==> src/rtl/cw_pkg.sv <==
// Shared types and constants for the match scheduler.
//   match_state_t : FSM state encoding (IDLE, SERVE, PLAY, HOLD, DONE)
//   SCORE_W       : width of each score counter
//   TIMER_W       : width of the post-point pause counter (PAUSE_CYCLES up to 255)
package cw_pkg;

  typedef enum logic [2:0] {
    IDLE  = 3'd0,
    SERVE = 3'd1,
    PLAY  = 3'd2,
    HOLD  = 3'd3,
    DONE  = 3'd4
  } match_state_t;

  localparam int SCORE_W = 3;
  localparam int TIMER_W = 8;

endpackage

==> src/rtl/hold_timer.sv <==
// Down-counter used for the pause after each point.
// Ports:
//   clk, reset_n : clock and asynchronous active-low reset
//   load         : load load_value on the next edge (wins over count)
//   load_value   : value to load
//   count        : decrement by one on the next edge; holds at 0
//   zero         : high while the counter value is 0
module hold_timer
  import cw_pkg::*;
(
  input  logic               clk,
  input  logic               reset_n,
  input  logic               load,
  input  logic [TIMER_W-1:0] load_value,
  input  logic               count,
  output logic               zero
);

  logic [TIMER_W-1:0] count_reg;

  always_ff @(posedge clk or negedge reset_n) begin
    if (!reset_n) begin
      count_reg <= '0;
    end else if (load) begin
      count_reg <= load_value;
    end else if (count && (count_reg != '0)) begin
      count_reg <= count_reg - 1'b1;
    end
  end

  assign zero = (count_reg == '0);

endmodule

==> src/rtl/match_scheduler.sv <==
// Match sequencing for a two-player point game: serves, live play, post-point
// pause and match completion.
// Ports:
//   clk, reset_n          : clock, asynchronous active-low reset
//   soft_reset            : synchronous match restart (highest priority)
//   win_left, win_right   : one-cycle point pulses from the playfield
//   field_reset           : one-cycle pulse that re-centres the playfield
//   play_enable           : high while a point is live
//   score_left/right      : points won this match (saturate at WINS_TO_MATCH)
//   match_over            : high once a side has reached WINS_TO_MATCH
//   match_winner          : 0 = left, 1 = right; valid while match_over=1
module match_scheduler
  import cw_pkg::*;
#(
  parameter int PAUSE_CYCLES  = 8,
  parameter int WINS_TO_MATCH = 7
) (
  input  logic               clk,
  input  logic               reset_n,
  input  logic               soft_reset,
  input  logic               win_left,
  input  logic               win_right,
  output logic               field_reset,
  output logic               play_enable,
  output logic [SCORE_W-1:0] score_left,
  output logic [SCORE_W-1:0] score_right,
  output logic               match_over,
  output logic               match_winner
);

  localparam logic [SCORE_W-1:0] WIN_SCORE = SCORE_W'(WINS_TO_MATCH);
  localparam logic [TIMER_W-1:0] HOLD_LOAD = TIMER_W'(PAUSE_CYCLES - 1);

  match_state_t       state_reg, state_next;
  logic [SCORE_W-1:0] score_left_reg, score_right_reg;
  logic               timer_load, timer_count, timer_zero;
  logic [TIMER_W-1:0] timer_load_value;

  // A point only counts when exactly one side scores during live play.
  logic single_win;
  assign single_win = (state_reg == PLAY) && (win_left ^ win_right) && !soft_reset;

  logic match_decided;
  assign match_decided = (score_left_reg == WIN_SCORE) || (score_right_reg == WIN_SCORE);

  // State register
  always_ff @(posedge clk or negedge reset_n) begin
    if (!reset_n) begin
      state_reg <= IDLE;
    end else begin
      state_reg <= state_next;
    end
  end

  // Next-state logic
  always_comb begin
    state_next = state_reg;
    if (soft_reset) begin
      state_next = SERVE;
    end else begin
      case (state_reg)
        IDLE:  state_next = SERVE;
        SERVE: state_next = PLAY;
        PLAY: begin
          if (win_left && win_right) begin
            state_next = SERVE;          // simultaneous point is replayed
          end else if (win_left || win_right) begin
            state_next = HOLD;
          end
        end
        HOLD: begin
          if (timer_zero) begin
            state_next = match_decided ? DONE : SERVE;
          end
        end
        DONE:    state_next = DONE;
        default: state_next = IDLE;
      endcase
    end
  end

  // Output decode (state only)
  always_comb begin
    field_reset  = 1'b0;
    play_enable  = 1'b0;
    match_over   = 1'b0;
    match_winner = 1'b0;
    case (state_reg)
      SERVE: field_reset = 1'b1;
      PLAY:  play_enable = 1'b1;
      DONE: begin
        match_over   = 1'b1;
        match_winner = (score_right_reg == WIN_SCORE);
      end
      default: ;
    endcase
  end

  // Score counters, saturating at the match target.
  always_ff @(posedge clk or negedge reset_n) begin
    if (!reset_n) begin
      score_left_reg  <= '0;
      score_right_reg <= '0;
    end else if (soft_reset) begin
      score_left_reg  <= '0;
      score_right_reg <= '0;
    end else if (single_win) begin
      if (win_left && (score_left_reg < WIN_SCORE)) begin
        score_left_reg <= score_left_reg + 1'b1;
      end
      if (win_right && (score_right_reg < WIN_SCORE)) begin
        score_right_reg <= score_right_reg + 1'b1;
      end
    end
  end

  assign score_left  = score_left_reg;
  assign score_right = score_right_reg;

  // Pause timer control: soft restart clears it by loading zero.
  always_comb begin
    timer_load       = soft_reset || single_win;
    timer_load_value = soft_reset ? '0 : HOLD_LOAD;
    timer_count      = (state_reg == HOLD);
  end

  hold_timer u_hold_timer (
    .clk        (clk),
    .reset_n    (reset_n),
    .load       (timer_load),
    .load_value (timer_load_value),
    .count      (timer_count),
    .zero       (timer_zero)
  );

endmodule

==> config.mk <==
export PLATFORM = sky130hd
export DESIGN_NAME = match_scheduler
export DESIGN_NICKNAME = d
export VERILOG_FILES = /design/src/rtl/cw_pkg.sv /design/src/rtl/hold_timer.sv /design/src/rtl/match_scheduler.sv
export SDC_FILE = /design/constraint.sdc
export NUM_CORES = 1
export LEC_CHECK = 0
export BUFFER_PORTS_ARGS = -buffer_cell sky130_fd_sc_hd__buf_4
export CAP_MARGIN = 20
export CORE_MARGIN = 3
export CORE_UTILIZATION = 55
export CTS_CLUSTER_SIZE = 8
export DETAILED_ROUTE_END_ITERATION = 7
export PLACE_DENSITY = 0.77
export SYNTH_ARGS = -nofsm -noshare
export SYNTH_HDL_FRONTEND = slang
export SYNTH_SLANG_ARGS = --single-unit
==> constraint.sdc <==
create_clock -name clk -period 2.2 [get_ports clk]
set_input_delay 0.11 -clock clk [delete_from_list [all_inputs] [get_ports clk]]
set_output_delay 0.11 -clock clk [all_outputs]
set_load 0.05 [all_outputs]
After elaboration in Yosys (flattened, before gate mapping)

Cells that the tools add are included.
Widths: inputs -> output; s select.

Register bits: 17
Input bits: 5

Add/subtract/negate cells: 3
Magnitude comparators: 2
Eq/ne operators: 8
Mux-type cells: 19
Bitwise gates (word level): 1
Reductions and logical operators: 20

Operators with widths:

| cell                | count |
|---|---|
| $mux 3              | 12 |
| $mux 8              | 2 |
| $pmux 3 s5          | 1 |
| $eq 3x3->1 const B  | 3 |
| $logic_not 8->1     | 1 |
| $reduce_bool 2->1   | 4 |
| $reduce_bool 8->1   | 1 |
| $sub 8x1->8 const B | 1 |
| $add 3x1->3 const B | 2 |
| $eq 3x2->1 const B  | 2 |
| $logic_and 1x1->1   | 6 |
| $lt 3x3->1 const B  | 2 |
| $reduce_and 2->1    | 3 |
| $mux 1              | 4 |
| $ne 4x2->1 const B  | 1 |
| $eq 3x1->1 const B  | 1 |
| $logic_not 3->1     | 1 |
| $logic_or 1x1->1    | 3 |
| $ne 3x3->1 const B  | 1 |
| $logic_not 1->1     | 1 |
| $xor 1x1->1         | 1 |

Depth between registers and ports, before layout

Gate-level depths: netlist of run 1.

Depth after elaboration: 6
Mapped depth: 7
Depth with buffers taken out: 6

Hierarchy

From an unflattened synthesis of run 1, not the netlist that was laid out.

Cell total of the unflattened synthesis: 126
Area, all modules: 1169.9 µm²

Modules (own cells, without submodules):

| module          | times used | cells an instance | area an instance (µm²) | sequential area each (µm²) |
|---|---|---|---|---|
| match_scheduler | 1          | 68                | 641.9                  | 225.2 |
| hold_timer      | 1          | 58                | 528.0                  | 200.2 |

Worst setup path after synthesis of run 1

Ideal clock, no wire load.

Kind: register to register
From: register state_reg[2]
To: register state_reg[0]
Setup time: 0.131 ns
Data arrival time: 2.334 ns
Path slack: -0.265 ns
Stages on the path, launching flop included: 4
Path buffers: 0
Cell sequence: dfrtp_1 > nor3b_1 > a221oi_1 > or3_1

Cells in the longest elaborated chain, start to end: 3
Elaborated cells between the ends (all ways): 10
Those cells by class: eq/ne (6); mux (2); reduce/logical (2)

Ends and longest elaborated chain:

| what                                              | RTL line              | text |
|---|---|---|
| start, declared                                   | match_scheduler.sv:34 | `match_state_t state_reg, state_next;` |
| start signal, assigned                            | match_scheduler.sv:51 | `state_reg <= state_next;` |
| $eq 3x3->1, or another cell as far along          | match_scheduler.sv:61 | `case (state_reg)` |
| $pmux 3 s5, or another cell as far along          | match_scheduler.sv:61 |  |
| $mux 3 / $reduce_and 2->1 (equally long branches) | --                    |  |

Parallel ways exist; a longest one is shown, timed or not.
A chain may end at the register's enable or synchronous reset.

Worst setup path after layout of run 1

From: register u_hold_timer.count_reg[0]
To: register state_reg[0]

Cells in the longest elaborated chain, start to end: 3

Ends and longest elaborated chain:

| what                              | RTL line         | text |
|---|---|---|
| start, declared                   | hold_timer.sv:19 | `logic [TIMER_W-1:0] count_reg;` |
| start signal, assigned            | hold_timer.sv:25 | `count_reg <= load_value;` |
| start signal, assigned            | hold_timer.sv:27 | `count_reg <= count_reg - 1'b1;` |
| $logic_not 8->1                   | hold_timer.sv:31 | `assign zero = (count_reg == '0);` |
| $ne 3x3->1 (no source line)       | --               |  |
| $reduce_and 2->1 (no source line) | --               |  |

No other way between the ends.

==> flow_summary.ini, run 1 <==
[logic_synthesis]
synth_enable_flop_cells = 0
synth-seq-area-share_pct = 41.2
synthesis.nets = 121
synth.ff_latch_count = 17
yosys.cell_types.count = 35
syn_inst = 108
synthesis_warning_total = 0
synth_async_reset_ratio_pct = 100
syn_avg_cell_area_um2 = 9.57
netlist_area_before_placement_um2 = 1030
synth-main-ff-cell = sky130_fd_sc_hd__dfrtp_1

[setup_path]
critical_path_class = flop to flop
timing.critical_path.slowest_stage_cell = sky130_fd_sc_hd__dfrtp_1
critical_path.startpoint_type = flop
critical_path.max_fanout = 5
timing.critical_path.to_type = flop
critPathMaxStageDelay_ps = 420
worstPathCellList = inv_1 > ha_1 > or3b_1 > o31a_1 > or3_1
worst-endpoint-required_ps = 2370
arrival_ps = 2070

[layout]
fillCellCount = 145
mostFrequentLayoutCell = sky130_fd_sc_hd__dfrtp_1
drive_above_1_share_pct = 18.4
nets = 139
syn_to_final_growth_pct = 16.9
largest_register_ffs = 8
num_antenna_cells = 0
instances_no_fill = 150
fin_area_um2 = 1210
layout_common_cells = sky130_fd_sc_hd__dfrtp_1, sky130_fd_sc_hd__nor2_1, sky130_fd_sc_hd__buf_4

[sta]
fin_crit_ps = 1890
number_of_hold_violations_in_the_final_report = 0
slew_viol_final = 0
max_slew_margin_pct = 66.4
fin_worst_skew_ps = 7.19
worst_slew_pin_slew_ps = 503
final.setup.tns_ps = 0
period_share_pct = 85.9
clock.fmax_mhz = 529
final-setup-viol-count = 0
setup_repair_after_global_routing_missed_its_margin = false

[pwr]
power-per-cell-area_nw_per_um2 = 1090
power_leakage_nw = 0.565
ir_worst_vdd_mv = 0.553

[cts]
cts_max_path_buffers = 2
total_clock_buffers_created_by_cts = 3
postCtsResizedCells = 0
root_buffer = sky130_fd_sc_hd__clkbuf_4
clk-insertion-delay-late_ps = 290
cts-hold-fix-buffers = 1
cts.reportedPaths.clkPinSlew_ps = 110
htree_levels = 1
cts.sink_count = 17
cts_tree = done
cts.repair_timing.setup_buffer_count = 0

[grt]
grt-ovfl-total = 0
number_of_global_route_vias_before_repair = 943
antenna_found_initial = 0
largest_net_degree_at_the_start_of_global_routing = 18
grt_usage_pct = 20.1
wire_length_of_the_first_global_routing_pass_um = 3910

[floorplan]
ios = 15
core_um2 = 1750
die-height_um = 49.4
rows = 15
initial_utilization_pct = 59.2
die_width_um = 49.4
fp.dieArea_um2 = 2440

[detailed_routing]
route.antenna.remaining_nets = 0
route.detailed.drc = 0
num_vias = 885
via_cell_ratio = 5.90
dr.first_iter.drc_count = 13
routed_wire_length_per_instance_um = 14.4
dr.pass1.iters = 3
routed_wirelength_um = 2160

[placement]
post-dp-hpwl_um = 1620
io_buffer_count = 14
postPlaceCellArea_um2 = 1170
gpl.final_weighted_congestion = 0.793
placed_cells_incl_taps = 145

[run_status]
status = completed

[hold_path]
class_of_the_worst_hold_path = input port to flop

[job]
drv_cap = 0
==> through the flow <==
step / hold WS [ps] / util, % / power (mW) / setup WS, ps
after floorplan: -186 / - / 0.994 / 216
after global placement: -11.8 / 67.1 / 1.13 / 397
after detailed placement: -12.1 / 67.1 / 1.15 / 323
after CTS: 59.9 / 69.2 / 1.33 / 304
after global routing: 62.6 / 69.2 / 1.44 / 202
final: 70.6 / 69.2 / 1.32 / 309
==> cell usage after synthesis, types with 2 or more instances <==
cell type | count | area (um2)
sky130_fd_sc_hd__nor2_1 | 14 | 52.6
sky130_fd_sc_hd__nand2_1 | 7 | 26.3
sky130_fd_sc_hd__inv_1 | 5 | 18.8
sky130_fd_sc_hd__nand2b_1 | 2 | 12.5
sky130_fd_sc_hd__a21boi_0 | 2 | 15.0
sky130_fd_sc_hd__a21oi_1 | 7 | 35.0
sky130_fd_sc_hd__nor3_1 | 4 | 20.0
sky130_fd_sc_hd__dfrtp_1 | 17 | 425
sky130_fd_sc_hd__a31oi_1 | 2 | 12.5
sky130_fd_sc_hd__nor3b_1 | 3 | 22.5
sky130_fd_sc_hd__nand3_1 | 5 | 25.0
sky130_fd_sc_hd__ha_1 | 8 | 100
sky130_fd_sc_hd__a32oi_1 | 4 | 35.0
sky130_fd_sc_hd__mux2i_1 | 2 | 20.0
sky130_fd_sc_hd__a311oi_1 | 3 | 26.3
sky130_fd_sc_hd__xnor2_1 | 3 | 26.3
sky130_fd_sc_hd__or3_1 | 2 | 12.5
==> final cells by class <==
cell class | count | area [um2] | share of cell area [%]
repair buffers | 15 | 115 | 9.52
clock buffers | 3 | 22.5 | 1.86
inverters | 5 | 18.8 | 1.55
well taps | 25 | 31.3 | 2.59
clock inverters | 1 | 5.00 | 0.414
multi-input cells | 84 | 591 | 48.9
flip-flops and latches | 17 | 425 | 35.2
==> critical path: cells and delay by family (launching register included) <==
kind	cells	cell delay [ps]
and+or+nand+nor	2	740
DFF	1	420
AOI/OAI and AO/OA	1	350
adders and majority gates	1	180
buffers and inverters	1	90
==> cells by family after synthesis <==
logic type / synth area share [%]
AOI/OAI and AO/OA: 16.5
xor gates and xnor gates: 3.39
adders and majority gates: 9.69
buffers and inverters: 2.66
DFF: 41.2
muxes: 1.94
and+or+nand+nor: 24.7
==> where the power goes <==
group	total (mW)	internal (mW)	switching [mW]
Combinational	0.668	0.282	0.386
Sequential	0.485	0.383	0.102
Clock	0.170	0.0674	0.103
Total	1.32	0.732	0.591
==> path summary, 6_finish.rpt <==
path | start | endpoint | slack, ps | cells after the start
max | u_hold_timer.count_reg[0] | state_reg[0] | 310 | 5
min | win_right | score_right[0] | 70 | 2
max reg2reg | u_hold_timer.count_reg[0] | state_reg[0] | 310 | 5
min reg2reg | u_hold_timer.count_reg[7] | u_hold_timer.count_reg[7] | 600 | 2
max in group asynchronous | reset_n | u_hold_timer.count_reg[0] | 1800 | 2
min in group asynchronous | reset_n | state_reg[0] | 210 | 2
==> layer usage <==
metal	GRT usage (%)	part of all wire, %
met2	36.2	51
met4	5.69	0.37
met1	24.6	46
met3	3.06	2.5
met5	0	0
Note: power is estimated with default switching activity, not from simulation.
==> inputs of run 2 (changes only) <==
--- a/config.mk
+++ b/config.mk
@@ -12,6 +12,8 @@
 export CTS_CLUSTER_SIZE = 8
 export DETAILED_ROUTE_END_ITERATION = 7
 export PLACE_DENSITY = 0.77
+export RECOVER_POWER = 25
+export REMOVE_ABC_BUFFERS = 1
 export SYNTH_ARGS = -nofsm -noshare
 export SYNTH_HDL_FRONTEND = slang
 export SYNTH_SLANG_ARGS = --single-unit
==> constraint.sdc (replaced) <==
create_clock -name clk -period 2.2 [get_ports clk]
set_input_delay 0.22 -clock clk [delete_from_list [all_inputs] [get_ports clk]]
set_output_delay 0.22 -clock clk [all_outputs]
set_load 0.05 [all_outputs]
==> flow_summary.ini, run 2 (same netlist as run 1, synthesis figures left out) <==
[run_status]
status = completed

[cts]
cts-hold-fix-buffers = 1
cts.reportedPaths.clkPinSlew_ps = 100
cts_max_path_buffers = 2
cts_tree = done
postCtsResizedCells = 0
htree_levels = 1
total_clock_buffers_created_by_cts = 3
clk-insertion-delay-late_ps = 280
root_buffer = sky130_fd_sc_hd__clkbuf_4
cts.sink_count = 17
cts.repair_timing.setup_buffer_count = 0

[layout]
drive_above_1_share_pct = 15.2
syn_to_final_growth_pct = 15.5
fin_area_um2 = 1190
mostFrequentLayoutCell = sky130_fd_sc_hd__dfrtp_1
largest_register_ffs = 8
fillCellCount = 165
layout_common_cells = sky130_fd_sc_hd__dfrtp_1, sky130_fd_sc_hd__nor2_1, sky130_fd_sc_hd__buf_4
nets = 139
num_antenna_cells = 0

[sta]
setup_repair_after_global_routing_missed_its_margin = false
fin_worst_skew_ps = 1.19
fin_crit_ps = 1870
worst_slew_pin_slew_ps = 944
slew_viol_final = 0
number_of_hold_violations_in_the_final_report = 0
period_share_pct = 84.8
post-route-worst-setup-slack_ps = 334
clock.fmax_mhz = 536
final-setup-viol-count = 0
max_slew_margin_pct = 37.0

[floorplan]
rows = 15
die_width_um = 49.4
ios = 15
initial_utilization_pct = 59.2
die-height_um = 49.4
core_um2 = 1750
fp.dieArea_um2 = 2440

[detailed_routing]
num_vias = 876
routed_wirelength_um = 2130
route.detailed.drc = 0
dr.first_iter.drc_count = 21
route.antenna.remaining_nets = 0
via_cell_ratio = 5.84
routed_wire_length_per_instance_um = 14.2
dr.pass1.iters = 4

[setup_path]
worstPathCellList = inv_1 > ha_1 > or3b_1 > o31a_1 > or3_1
timing.critical_path.slowest_stage_cell = sky130_fd_sc_hd__dfrtp_1
critical_path.startpoint_type = flop
critPathBufInv = 1
critPathMaxStageDelay_ps = 420
timing.critical_path.to_type = flop
critical_path.max_fanout = 5
arrival_ps = 2040
critical_path_class = flop to flop
cp_top_family = simple AND/OR/NAND/NOR gates
worstRegToRegCells = 5
cp.depth = 5
rrSetupSlack_ps = 330
worst-endpoint-required_ps = 2370

[pwr]
power_frac_seq_pct = 36.7
power.share.switching_pct = 44.2
clock_power_share_pct = 12.7
power-per-cell-area_nw_per_um2 = 1100
switching_power_uw = 578
combinationalPowerShare_pct = 50.6
power_leakage_nw = 0.556
power_report.internal_total_uw = 730
ir_worst_vdd_mv = 0.540

[placement]
post-place-ws_ps = 351
postPlaceCellArea_um2 = 1160
gpl.final_weighted_congestion = 0.830
io_buffer_count = 14
post-dp-hpwl_um = 1600

[grt]
grt-ovfl-total = 0
number_of_global_route_vias_before_repair = 866
wire_length_of_the_first_global_routing_pass_um = 3790
grt_usage_pct = 19.9
antenna_found_initial = 0
largest_net_degree_at_the_start_of_global_routing = 18

[job]
drv_cap = 0

[hold_path]
class_of_the_worst_hold_path = input port to flop
hold_depth = 2
run 2: changes by cell type in the layout (fill, tap and decap cells not counted), sizes merged:
cell / before / now
buf: 14 / 13
clkbuf: 3 / 5
clkinv: 1 / 0
run 2: cell type report:
type                    count  area (um2)  area share, %
clock buffers               4        26.3           2.20
flip-flops and latches     17         425           35.6
inverters                   5        18.8           1.57
multi-input cells          84         581           48.6
well taps                  25        31.3           2.62
repair buffers             15         111           9.33
run 2: power groups by stage:
| stage | logic (mW) | clock network (mW) | registers [mW] |
|---|---|---|---|
| final | 0.662 | 0.166 | 0.480 |
| after floorplan | 0.515 | 0 | 0.468 |
| after global placement | 0.646 | 0 | 0.481 |
| after global routing | 0.747 | 0.187 | 0.497 |
| after detailed placement | 0.661 | 0 | 0.485 |
| after CTS | 0.666 | 0.172 | 0.479 |
run 2: path summary, 6_finish.rpt:
kind,start,end
max,u_hold_timer.count_reg[0],state_reg[0]
min,win_left,score_left[0]
max reg2reg,u_hold_timer.count_reg[0],state_reg[0]
min reg2reg,u_hold_timer.count_reg[5],u_hold_timer.count_reg[5]
max in group asynchronous,reset_n,score_right[1]
min in group asynchronous,reset_n,state_reg[2]
run 2: worst register-to-register path: cells and delay by family (launching register included):
family,cells,cell delay [ps]
AND/OR/NAND/NOR,2,710
flip-flops,1,420
AO/OA/AOI/OAI,1,350
adder cells (fa/ha/maj),1,170
buffers and inverters,1,90
run 2: per-stage QoR:
stage / std cells / hold WS [ps] / util (%) / power [mW] / setup TNS (ps)
2_1_floorplan: 106 / -75.6 / - / 0.984 / -746
3_3_place_gp: 145 / 94.4 / 66.5 / 1.13 / 0
3_5_place_dp: 145 / 98.7 / 66.5 / 1.15 / 0
4_1_cts: 150 / 176 / 68.6 / 1.32 / 0
5_1_grt: 150 / 181 / 68.4 / 1.43 / 0
6_report: 150 / 184 / 68.4 / 1.31 / 0
run 2: metal layers:
metal	part of all wire (%)	global-route usage, %	vias to the layer above
met5	0	0	-
met4	0.70	5.69	0
met3	2.6	2.75	2
met2	50	36.4	14
met1	46	23.9	428
li1	-	-	432
==> inputs of run 3 (changes only) <==
--- a/config.mk
+++ b/config.mk
@@ -5,13 +5,14 @@
 export SDC_FILE = /design/constraint.sdc
 export NUM_CORES = 1
 export LEC_CHECK = 0
+export ABC_AREA = 1
 export BUFFER_PORTS_ARGS = -buffer_cell sky130_fd_sc_hd__buf_4
 export CAP_MARGIN = 20
 export CORE_MARGIN = 3
-export CORE_UTILIZATION = 55
+export CORE_UTILIZATION = 50
 export CTS_CLUSTER_SIZE = 8
 export DETAILED_ROUTE_END_ITERATION = 7
-export PLACE_DENSITY = 0.77
+export PLACE_DENSITY = 0.74
 export RECOVER_POWER = 25
 export REMOVE_ABC_BUFFERS = 1
 export SYNTH_ARGS = -nofsm -noshare
==> constraint.sdc (replaced) <==
create_clock -name clk -period 1.6 [get_ports clk]
set_input_delay 0.16 -clock clk [delete_from_list [all_inputs] [get_ports clk]]
set_output_delay 0.16 -clock clk [all_outputs]
set_load 0.05 [all_outputs]
==> flow_summary.ini, run 3 <==
[run_status]
status = completed

[pwr]
post-layout-total-power_mw = 2.32
power_report.internal_total_mw = 1.15
clock_power_share_pct = 10.7
power-per-cell-area_nw_per_um2 = 1810
power_leakage_nw = 0.687
combinationalPowerShare_pct = 57.1
ir_worst_vdd_mv = 1.10
switching_power_mw = 1.17
power_frac_seq_pct = 32.3
power.share.switching_pct = 50.4

[layout]
sequential_cell_area_um2 = 425
multiInputGateArea_um2 = 592
mostFrequentLayoutCell = sky130_fd_sc_hd__nand2_1
syn_to_final_growth_pct = 19.3
num_antenna_cells = 0
drive_above_1_share_pct = 21.2
post-route-util_pct = 64.2
fillCellCount = 183
nets = 179
largest_register_ffs = 8
layout_common_cells = sky130_fd_sc_hd__nand2_1, sky130_fd_sc_hd__dfrtp_1, sky130_fd_sc_hd__buf_4

[setup_path]
timing.critical_path.to_type = output pin
critical_path.startpoint_type = flop
r2r-start = u_hold_timer.count_reg[0]
worst-endpoint-required_ps = 1440
arrival_ps = 1390
timing.rr.end = state_reg[0]
worstRegToRegCells = 7
critical_path.max_fanout = 4
rrSetupSlack_ps = 200
critical_path_class = flop to output pin
critical_path.startpoint = score_right[1]

[logic_synthesis]
synth.ff_latch_count = 17
yosys.cell_types.count = 23
synth_top_cells_by_count = sky130_fd_sc_hd__nand2_1, sky130_fd_sc_hd__dfrtp_1, sky130_fd_sc_hd__inv_1
syn_inst = 143
netlist_area_before_placement_um2 = 1080
synth-main-ff-cell = sky130_fd_sc_hd__dfrtp_1
yosys.area.top_type = sky130_fd_sc_hd__dfrtp_1
most_frequent_cell_after_synthesis = sky130_fd_sc_hd__nand2_1
syn_avg_cell_area_um2 = 7.53
yosysTopAreaCellShare_pct = 39.5
synth-seq-area-share_pct = 39.5
synth_enable_flop_cells = 0
synthesis_warning_total = 0
synth_async_reset_ratio_pct = 100
synthTopCellsByArea = sky130_fd_sc_hd__dfrtp_1, sky130_fd_sc_hd__nand2_1, sky130_fd_sc_hd__ha_1

[sta]
number_of_hold_violations_in_the_final_report = 0
slew_viol_final = 0
fin_crit_ps = 1550
max_slew_margin_pct = 37.3
final-setup-viol-count = 0
clock.fmax_mhz = 643
fin_worst_hold_slack_ps = 147
period_share_pct = 97.2
fin_worst_skew_ps = 6.10
worst_slew_pin_slew_ps = 941

[detailed_routing]
route.antenna.remaining_nets = 0
route.detailed.drc = 0
via_cell_ratio = 5.13
routed_wire_length_per_instance_um = 12.0
dr.pass1.iters = 6
dr.first_iter.drc_count = 7
num_vias = 984
routed_wirelength_um = 2310

[grt]
antenna_found_initial = 0
grt-ovfl-total = 0
largest_net_degree_at_the_start_of_global_routing = 18
number_of_global_route_vias_before_repair = 887
grt_usage_pct = 19.3
wire_length_of_the_first_global_routing_pass_um = 3840

[hold_path]
hold_depth = 4
timing.hold.worst.start = soft_reset
class_of_the_worst_hold_path = input port to flop
hold-path-endpoint = u_hold_timer.count_reg[0]

[placement]
io_buffer_count = 14
post-dp-hpwl_um = 1690
gpl.final_weighted_congestion = 0.748

[cts]
htree_levels = 1
clk-insertion-delay-late_ps = 310
root_buffer = sky130_fd_sc_hd__clkbuf_4
cts_tree = done
total_clock_buffers_created_by_cts = 3
cts_max_path_buffers = 2
cts.reportedPaths.clkPinSlew_ps = 100
cts.sink_count = 17

[floorplan]
rows = 16
initial_utilization_pct = 53.8
die_width_um = 52.4
ios = 15
fp.dieArea_um2 = 2750
core_um2 = 2000
die-height_um = 52.4

[job]
drv_cap = 0
## run 3: metal layers
layer	part of all wire (%)	GRT usage, %	vias up
li1	-	-	499
met1	44	23.3	457
met2	50	32.9	22
met3	3.3	2.85	6
met4	2.1	10.2	0
met5	0	0	-
## run 3: area by class of cell
class                   instances  area share (%)
multi-input cells             109            46.1
flip-flops and latches         17            33.1
repair buffers                 19            11.3
inverters                      16            4.87
well taps                      27            2.63
clock buffers                   4            2.04
## run 3: worst max-delay path by stage
stage	end	slack, ps	cells past startpoint
2_1_floorplan	match_winner	-290	4
3_3_place_gp	state_reg[0]	300	7
3_5_place_dp	state_reg[0]	230	7
4_1_cts	match_winner	10	5
5_1_grt	match_winner	-10	5
6_report	match_winner	50	5
## run 3: critical path, cell delays in order, from the launching register on
cell                      delay (ps)
sky130_fd_sc_hd__dfrtp_1         410
sky130_fd_sc_hd__ha_2            190
sky130_fd_sc_hd__ha_2            160
sky130_fd_sc_hd__inv_1            50
sky130_fd_sc_hd__nor2_2          110
sky130_fd_sc_hd__buf_6           160
## run 3: power groups by stage
stage / clock network (mW) / registers [mW] / logic [mW]
3_5_place_dp: 0 / 0.754 / 1.28
4_1_cts: 0.252 / 0.745 / 1.28
2_1_floorplan: 0 / 0.840 / 0.886
5_1_grt: 0.269 / 0.770 / 1.49
6_report: 0.247 / 0.749 / 1.33
3_3_place_gp: 0 / 0.746 / 1.24
## run 3: kinds of logic after synthesis
logic type	after synthesis	synth area share [%]
AND/OR/NAND/NOR	81	33.4
buffers and inverters	17	6.27
flip-flops	17	39.5
AO/OA/AOI/OAI	18	9.87
XOR/XNOR	2	1.63
adder cells (fa/ha/maj)	8	9.29
## run 3: metrics by stage
step                area (um2)  instances  TNS (ps)  setup slack, ps
floorplan                 1070        142      -285             -285
global placement          1210        183         0              303
detailed placement        1210        183         0              231
CTS                       1250        188         0             14.8
global route              1280        192     -11.7            -11.7
finish                    1280        192         0             45.5
## run 3: what timing repair did
item	in CTS	in global routing
buffers inserted	0	4
resized for setup	0	4
hold buffers	1	0
endpoints found under the setup margin	0	1
endpoints found under the hold margin	17	0
